===== config.mk =====
export PLATFORM = sky130hd
export DESIGN_NAME = jt51_opacc
export DESIGN_NICKNAME = d
export VERILOG_FILES = /design/src/rtl/jt51_opacc.sv
export SDC_FILE = /design/constraint.sdc
export NUM_CORES = 1
export LEC_CHECK = 0
export ABC_AREA = 1
export BUFFER_PORTS_ARGS = -buffer_cell sky130_fd_sc_hd__buf_2
export CORE_MARGIN = 2
export CORE_UTILIZATION = 45
export CTS_CLUSTER_SIZE = 25
export DETAILED_ROUTE_END_ITERATION = 12
export SLEW_MARGIN = 15
export SYNTH_ARGS = -nofsm -noshare
export SYNTH_HDL_FRONTEND = slang
export SYNTH_SLANG_ARGS = --single-unit

===== constraint.sdc =====
create_clock -name clk -period 8.1 [get_ports clk]
set_input_delay 0.81 -clock clk [delete_from_list [all_inputs] [get_ports clk]]
set_output_delay 0.81 -clock clk [all_outputs]
set_load 0.01 [all_outputs]

===== src/rtl/jt51_opacc.sv =====
// Operator output accumulator: gathers carrier operator samples per channel, mixes them
// onto the left/right buses and emits one saturated stereo sample per 32-slot frame.
module jt51_opacc #(
  parameter int unsigned ACCW = 20,
  parameter int unsigned OUTW = 16
) (
  input  logic            clk,
  input  logic            rst_n,
  input  logic            cen,
  input  logic            zero,
  input  logic [13:0]     op_in,
  input  logic [2:0]      con_in,
  input  logic [1:0]      rl_in,
  output logic [OUTW-1:0] left,
  output logic [OUTW-1:0] right,
  output logic            sample
);

  localparam logic signed [ACCW-1:0] SatHi = ACCW'((1 << (OUTW - 1)) - 1);
  localparam logic signed [ACCW-1:0] SatLo = -SatHi - 1;

  logic [4:0]             slot_q, cur;
  logic [1:0]             grp;
  logic [2:0]             ch;
  logic                   locked_q, active;
  logic [3:0]             mask;
  logic signed [15:0]     chacc_q [8];
  logic signed [15:0]     term, fin;
  logic signed [ACCW-1:0] fin_ext, lsum_q, rsum_q, lsum_d, rsum_d;
  logic [OUTW-1:0]        left_q, right_q;
  logic                   sample_q;

  function automatic logic [OUTW-1:0] sat(input logic signed [ACCW-1:0] v);
    if (v > SatHi) return SatHi[OUTW-1:0];
    if (v < SatLo) return SatLo[OUTW-1:0];
    return v[OUTW-1:0];
  endfunction

  always_comb begin
    active  = zero | locked_q;
    cur     = zero ? 5'd0 : slot_q + 5'd1;
    grp     = cur[4:3];
    ch      = cur[2:0];
    // Carrier mask indexed by group: bit0=M1, bit1=M2, bit2=C1, bit3=C2
    case (con_in)
      3'd4:       mask = 4'b1100;
      3'd5, 3'd6: mask = 4'b1110;
      3'd7:       mask = 4'b1111;
      default:    mask = 4'b1000;
    endcase
    term    = mask[grp] ? {{2{op_in[13]}}, op_in} : 16'sd0;
    fin     = chacc_q[ch] + term;
    fin_ext = {{(ACCW - 16){fin[15]}}, fin};
    lsum_d  = lsum_q;
    rsum_d  = rsum_q;
    if (grp == 2'd3) begin
      // Slot 24 starts a fresh frame sum, so a resync never leaks old partial sums
      lsum_d = ((ch == 3'd0) ? '0 : lsum_q) + (rl_in[1] ? fin_ext : '0);
      rsum_d = ((ch == 3'd0) ? '0 : rsum_q) + (rl_in[0] ? fin_ext : '0);
    end
  end

  always_ff @(posedge clk or negedge rst_n) begin
    if (!rst_n) begin
      slot_q   <= '0;
      locked_q <= 1'b0;
      lsum_q   <= '0;
      rsum_q   <= '0;
      left_q   <= '0;
      right_q  <= '0;
      sample_q <= 1'b0;
      for (int i = 0; i < 8; i++) chacc_q[i] <= '0;
    end else if (cen) begin
      sample_q <= 1'b0;
      if (active) begin
        locked_q <= 1'b1;
        slot_q   <= cur;
        unique case (grp)
          2'd0:       chacc_q[ch] <= term;
          2'd1, 2'd2: chacc_q[ch] <= fin;
          2'd3: begin
            lsum_q <= lsum_d;
            rsum_q <= rsum_d;
          end
        endcase
        if (cur == 5'd31) begin
          left_q   <= sat(lsum_d);
          right_q  <= sat(rsum_d);
          sample_q <= 1'b1;
        end
      end
    end
  end

  assign left   = left_q;
  assign right  = right_q;
  assign sample = sample_q & cen;

endmodule


Word level (Yosys, flattened, before mapping)
Index checks and enable logic that the tools add are counted.
{"block": "op_classes", "eq_ne": 8, "n_mux": 47, "magnitude_cmp": 7, "n_reduce_logical": 10, "n_addsub": 4, "n_bitwise": 3}
{"operator": "bitwise mux 128 bit", "n": 2}
{"operator": "one-hot mux 128 bit (2 select lines)", "n": 1}
{"operator": "2-to-1 mux 16 bit", "n": 12}
{"operator": "2-to-1 mux 20 bit", "n": 6}
{"operator": "binary-select mux 16 bit (select 3 bit)", "n": 1}
{"operator": "demux 16 bit (select 3 bit)", "n": 1}
{"operator": "adder 20 bit", "n": 2}
{"operator": "greater-than comparator 20 x 16 -> 1 bit (second input constant)", "n": 2}
{"operator": "< comparator 20 x 16 -> 1 bit (second input constant)", "n": 2}
{"operator": "2-to-1 mux 1 bit", "n": 21}
{"operator": "adder 16 bit", "n": 1}
{"operator": "== test 3 bit (second input constant)", "n": 4}
{"operator": "one-hot mux 3 bit (3 select lines)", "n": 1}
{"operator": "AND reduction 3 bit", "n": 3}
{"operator": "adder 5 x 1 -> 5 bit (second input constant)", "n": 1}
{"operator": "== test 5 bit (second input constant)", "n": 1}
{"operator": "2-to-1 mux 5 bit", "n": 1}
{"operator": "== test 2 bit (second input constant)", "n": 2}
{"operator": "greater-or-equal comparator 4 bit (second input constant)", "n": 1}
{"operator": "< comparator 4 x 1 -> 1 bit (second input constant)", "n": 1}
{"operator": "inverter 3 -> 4 bit", "n": 1}
{"operator": "OR reduction 2 bit", "n": 2}
{"operator": "logical NOT 3 bit", "n": 1}
{"operator": "< comparator 2 x 3 -> 1 bit (second input constant)", "n": 1}
{"operator": "other kinds (8)", "n": 8}
{"block": "word_totals", "ff_bits": 207, "input_bits": 23, "out_inout_bits": 33}

Depth between registers and ports, before layout
{"block": "logic_depth", "ltp_word": 21, "mapped_depth": 41}

Least setup slack after synthesis
OpenSTA, ideal clock, no wires.
{"block": "synth_timing", "path_type": "input to register", "from": "input zero", "to": "register left_q[10] (netlist: left[10])", "setup_ns": 0.117, "required_time_ns": 7.983, "arrival_time_ns": 5.552, "setup_slack_ns": 2.430, "path_buffers": 2, "cell_stages": 35, "path_cell_list": "nor3_4 -> nor2_1 -> inv_1 -> nor2_1 -> inv_1 -> clkbuf_1 -> o22ai_1 -> or4_1 -> inv_1 -> ha_1 -> inv_1 -> o21bai_1 -> a31oi_1 -> o21ai_0 -> a21o_1 -> nand3_1 -> nand2_1 -> xnor2_1 -> nor2_1 -> ha_1 -> nand2_1 -> inv_1 -> nand3_1 -> nor3_1 -> nand4_1 -> nand3_1 -> xor2_1 -> xnor2_2 -> nand2_2 -> nand3_2 -> buf_4 -> nand2_1 -> nand2_1 -> nand2_1 -> nand2_1"}
{"block": "synth_between", "elab_chain_cells": 17, "elab_cells_between_ends": 32, "classes_between": "2 x add/sub; 2 x order compare; 2 x eq/ne; 22 x mux; 2 x bitwise; 2 x reduce/logical"}
{"item": "start, declared", "line": "10", "text": "input logic zero,"}
{"item": "2-to-1 mux 5 bit", "line": "41", "text": "cur = zero ? 5'd0 : slot_q + 5'd1;"}
{"item": "inverter 3 -> 4 bit (implied by the code)", "line": "52", "text": "fin = chacc_q[ch] + term;"}
{"item": "binary-select mux 16 bit (select 3 bit)", "line": "52"}
{"item": "2-to-1 mux 16 bit (implied by the code) (2 in series)", "line": "52"}
{"item": "adder 16 bit", "line": "52"}
{"item": "2-to-1 mux 20 bit", "line": "58", "text": "lsum_d = ((ch == 3'd0) ? '0 : lsum_q) + (rl_in[1] ? fin_ext : '0);"}
{"item": "adder 20 bit", "line": "58"}
{"item": "2-to-1 mux 20 bit", "line": "56", "text": "if (grp == 2'd3) begin"}
{"item": "< comparator 20 x 16 -> 1 bit", "line": "35", "text": "if (v < SatLo) return SatLo[OUTW-1:0];"}
{"item": "2-to-1 mux 1 bit (2 in series)", "line": "35"}
{"item": "2-to-1 mux 1 bit", "line": "86", "text": "if (cur == 5'd31) begin"}
{"item": "2-to-1 mux 1 bit", "line": "75", "text": "if (active) begin"}
{"item": "2-to-1 mux 1 bit", "line": "73", "text": "end else if (cen) begin"}
{"item": "2-to-1 mux 16 bit", "line": "36", "text": "return v[OUTW-1:0];"}
{"item": "2-to-1 mux 16 bit", "line": "35"}
{"item": "end signal, assigned", "line": "87", "text": "left_q <= sat(lsum_d);"}
{"item": "end, declared", "line": "30", "text": "logic [OUTW-1:0] left_q, right_q;"}
Parallel ways exist; a longest one is shown, timed or not. The select of a mux whose other input is x is not followed.
A chain may end at the register's enable or synchronous reset.

Final worst setup path
{"block": "layout_timing", "from": "register slot_q[0]", "to": "register left_q[4] (netlist: left[4])"}
{"block": "layout_between", "elab_chain_cells": 18, "elab_cells_between_ends": 32, "classes_between": "3 x add/sub; 2 x order compare; 2 x eq/ne; 22 x mux; 1 x bitwise; 2 x reduce/logical"}
{"item": "start, declared", "line": "22", "text": "logic [4:0] slot_q, cur;"}
{"item": "start signal, assigned", "line": "77", "text": "slot_q <= cur;"}
{"item": "adder 5 x 1 -> 5 bit *", "line": "41"}
{"item": "2-to-1 mux 5 bit *", "line": "41"}
{"item": "inverter 3 -> 4 bit (implied by the code)", "line": "52"}
{"item": "binary-select mux 16 bit (select 3 bit)", "line": "52"}
{"item": "2-to-1 mux 16 bit (implied by the code) (2 in series)", "line": "52"}
{"item": "adder 16 bit", "line": "52"}
{"item": "2-to-1 mux 20 bit", "line": "58"}
{"item": "adder 20 bit", "line": "58"}
{"item": "2-to-1 mux 20 bit", "line": "56"}
{"item": "< comparator 20 x 16 -> 1 bit", "line": "35"}
{"item": "2-to-1 mux 1 bit (2 in series)", "line": "35"}
{"item": "2-to-1 mux 1 bit", "line": "86"}
{"item": "2-to-1 mux 1 bit", "line": "75"}
{"item": "2-to-1 mux 1 bit", "line": "73"}
{"item": "2-to-1 mux 16 bit", "line": "36"}
{"item": "2-to-1 mux 16 bit", "line": "35"}
Every way passes the cells marked *; elsewhere a longest branch is shown, timed or not. The select of a mux whose other input is x is not followed.

==> results by stage <==
Logic synthesis:
- The yosys synthesis warning count is 0.
- For this run, the leading register cell type out of synthesis is sky130_fd_sc_hd__dfrtp_1.
- After synthesis the netlist holds a flip-flop and latch count of 207.
- The async set or reset register ratio after synthesis is 1.000.
- Dividing the synthesized area by the synthesized cell count gives approximately 7.4 um^2.
- The synthesized net count is roughly 1800.
- The count of distinct cell types in the synthesized netlist is 47.
- The number of enable-type register cells in the synthesized netlist is 0.
- The share of the Yosys chip area taken by registers is 0.4093.
- Synthesis produced a netlist whose cell count is approximately 1700.
- Summing every instance area after synthesis gives around 0.013 mm^2.

Worst setup path:
- For the worst setup path, the data required time is 8.51 ns.
- In this run the critical register-to-register path is launched from slot_q[0]$_DFFE_PN0P_.
- The path depth of the worst reg2reg path is 38.
- Tracing the worst setup path back leads to its startpoint at slot_q[0]$_DFFE_PN0P_.
- STA classifies the critical path startpoint as a flop.
- The largest fanout on the critical path is 16.
- The worst setup path is captured at a flop.
- The peak per-stage delay on the critical path is approximately 0.53 ns.
- The category of the most critical setup path is flop to flop.
- The cell type of the slowest stage on the worst timing path is sky130_fd_sc_hd__o21ai_2.
- At the worst endpoint, the arrival time is between 7 and 8 ns.

Timing:
- The worst clock skew on the final layout is between 0.03 and 0.04 ns.
- The count of final hold-check violations is 0.
- Setup repair after global routing left no endpoint under its margin.
- At the pin with the least slew margin, the transition time is 0.9656 ns.
- The relative slew slack is 0.3523.
- The max-slew violation total from the final report was 0.
- Setup violations remaining at the end of the flow were counted as 0.
- Of the available clock period, the critical path in the final layout requires 0.8557.
- Adding up every negative setup slack in the final design gives 0 ns.
- The worst path in the final design needs a cycle of 6.931 ns, including I/O delays and setup.
- The highest clock rate is approximately 0.14 GHz.

Final layout:
- The net total in the final layout is around 1800.
- The number of fillers in the final layout is 2856.
- Of the cells placed in the final design, the portion with a size suffix greater than 1 is 0.08162.
- Relative to the synthesized area, the layout overhead comes to 11.21%.
- The multi-input logic area is 0.006401 mm^2.
- The antenna diode count is 0.
- Across the whole layout, storage elements account for around 0.0052 mm^2.

Clocking:
- TritonCTS built the clock tree.
- The number of buffers between clock root and the deepest sink is 3.
- Once the clock tree was built, the resizer swapped 0 gates to a different size.
- The number of hold buffers added after CTS is 0.
- The post-CTS clock slew at the launch and capture registers of the worst setup and hold paths is roughly 0.06 ns.
- The number of clock sinks is slightly above 200.
- The number of setup buffers added after CTS is 0.
- CTS built an H-tree with a depth of 1.
- The worst-skew pair later-pin latency is about 0.55 ns.
- The master cell of the clock root buffer is sky130_fd_sc_hd__clkbuf_16.
- In this run, CTS created clock tree buffers numbering 24.

Floorplanning:
- The row count is around 60.
- For this configuration, the core starts out at a cell density of 0.4568.
- The area of the placeable core is 0.02771 mm^2.
- The die is between 150 and 200 um wide.
- The die covers 0.02948 mm^2.
- For this design the top-level I/O count stands at between 50 and 60.
- The die is between 150 and 200 um tall.

Route:
- For this run, design rule violations remaining after detail routing come to 0.
- The detail-routed net length per standard cell is approximately 17 um.
- The pre-antenna-repair detailed-routing pass consisted of 5 iterations.
- The remaining antenna violation count after routing is 0.
- The first-iteration detailed-routing DRC count is slightly above 800.
- Using the TritonRoute via totals, the vias-per-cell ratio works out to 5.340.
- The routed layout has 11375 vias.
- The final layout contains routed wiring with a total length of approximately 36000 um.

GRT:
- The via count of the first global-routing pass is 10913.
- The initial antenna violation count is 0.
- Across every metal layer, demand over resource in global routing totals 0.2508.
- The largest net degree at the start of global routing is a little over 90.
- The sum of overflow across all layers after global routing is 0.
- The first-pass GRT wire length is ~58000 um.

Worst hold path:
- The tightest min-delay check is of the input pin to asynchronous set/reset pin type.

Placement:
- The number of port buffers is 55.
- The HPWL after detailed placement is around 25000 um.
- At the end of routability-driven placement, the weighted congestion stood at between 0.8 and 0.9.

Power:
- The reported leakage power is between 7 and 8 nW.
- The design draws about 0.003 W.
- The ratio of total power to cell area is about 220 mW/mm^2.
- The largest voltage drop on the vdd net is around 0.17 mV.

Run:
- Max-cap violations in this run came to 0.

Outcome:
- The run finished with clean final reports.
==> sequential cells by signal (all words and copies together), names as in the netlist <==
register,cells
rsum_q,20
slot_q,5
locked_q,1
right,16
sample_q,1
chacc_q,128
left,16
lsum_q,20
==> path summary, 6_finish.rpt <==
| check | end | slack, ns |
|---|---|---|
| worst max-delay path | left[4]$_DFFE_PN0P_ | 1.17 |
| worst min-delay path | left[9]$_DFFE_PN0P_ | 0.33 |
| worst max register to register | left[4]$_DFFE_PN0P_ | 1.17 |
| min in group clk | locked_q$_DFFE_PN0P_ | 0.47 |
| max in group asynchronous | chacc_q[62]$_DFFE_PN0P_ | 6.38 |
| worst min register to register | locked_q$_DFFE_PN0P_ | 0.47 |
==> critical path: cells and delay by family, from the launching register on <==
kind | cells | cell delay [ns]
xor gates and xnor gates | 1 | 0.49
DFF | 1 | 0.47
buffers and inverters | 8 | 1.11
adders and majority gates | 4 | 1.28
and+or+nand+nor | 18 | 1.87
AOI/OAI and AO/OA | 7 | 1.55
==> layout by cell type (no fill, tap or decap), drive strengths merged <==
cell type  netlist  routed
nor4             1       1
clkinv           4       7
buf              8      68
o21a             1       1
clkbuf          56      39
dfrtp          207     207
ha              56      56
o22a             8       8
a21o             5       5
or4             13      13
a2bb2oi          8       8
inv            215     215
fa               3       3
nor3            27      27
a21oi           76      76
a221oi           1       1
a31oi           10      10
o22ai           54      54
bufinv           0       1
o221ai           2       2
a21boi           3       3
o21bai           5       5
o21ai          179     179
xnor2           18      18
or2              4       4
nor3b            1       1
nand4           10      10
nand3           72      72
xor2            24      24
o31ai           33      33
nand2          456     456
nand3b           1       1
clkinvlp         0       1
a22oi            5       5
o211ai           1       1
nor2           137     137
==> cell usage after synthesis, drive strengths merged (13+ instances only) <==
cell,count,share of area
nor3,27,0.012
o31ai,33,0.020
ha,56,0.055
xnor2,18,0.013
o22ai,54,0.027
nor2,137,0.041
or4,13,0.0077
nand3,72,0.031
xor2,24,0.017
dfrtp,207,0.41
o21ai,179,0.071
a21oi,76,0.030
nand2,456,0.14
clkbuf,56,0.017
inv,215,0.064
==> cell type report <==
type	instances	share of cell area
timing repair buffer	69	0.02764
clock buffer	38	0.05209
inverter	219	0.05840
tap	378	0.03360
sequential	207	0.3680
clock inverter	5	0.005511
multi-input combinational	1214	0.4548
==> metal layers <==
layer	global-route usage	up-vias	share of wire
met1	0.3423	5329	0.46
met5	0.005217	-	0
met4	0.06559	0	0.025
met2	0.4135	305	0.46
li1	-	5683	-
met3	0.04119	58	0.055
==> per-stage QoR <==
stage / instance area [um^2] / util / std cells / hold WS (ns) / worst slack [ns]
6_report: 14080 / 0.5081 / 2130 / 0.3347 / 1.169
5_1_grt: 14080 / 0.5081 / 2130 / 0.4089 / 0.3318
2_1_floorplan: 12660 / - / 1704 / 0.4294 / 2.430
3_5_place_dp: 13270 / 0.4788 / 2087 / 0.4500 / 1.177
3_3_place_gp: 13270 / 0.4788 / 2087 / 0.4415 / 1.193
4_1_cts: 14080 / 0.5081 / 2130 / 0.3765 / 1.223
==> report_power, final <==
part | leakage [nW] | switching, W | internal [W] | total, W
clock network | 0.394 | 0.000444 | 0.000654 | 0.00110
logic | 3.95 | 0.000525 | 0.000259 | 0.000785
registers | 2.74 | 0.0000421 | 0.00112 | 0.00116
total | 7.08 | 0.00101 | 0.00203 | 0.00305
==> cell families (layout without fill, tap and decap cells) <==
family | count (synthesis) | count (layout) | share of synthesized area
buffers and inverters | 283 | 331 | 0.08551
adders and majority gates | 59 | 59 | 0.06010
xor gates and xnor gates | 42 | 42 | 0.02966
DFF | 207 | 207 | 0.4093
AOI/OAI and AO/OA | 391 | 391 | 0.1773
and+or+nand+nor | 722 | 722 | 0.2381
(Power assumes the default switching activity.)
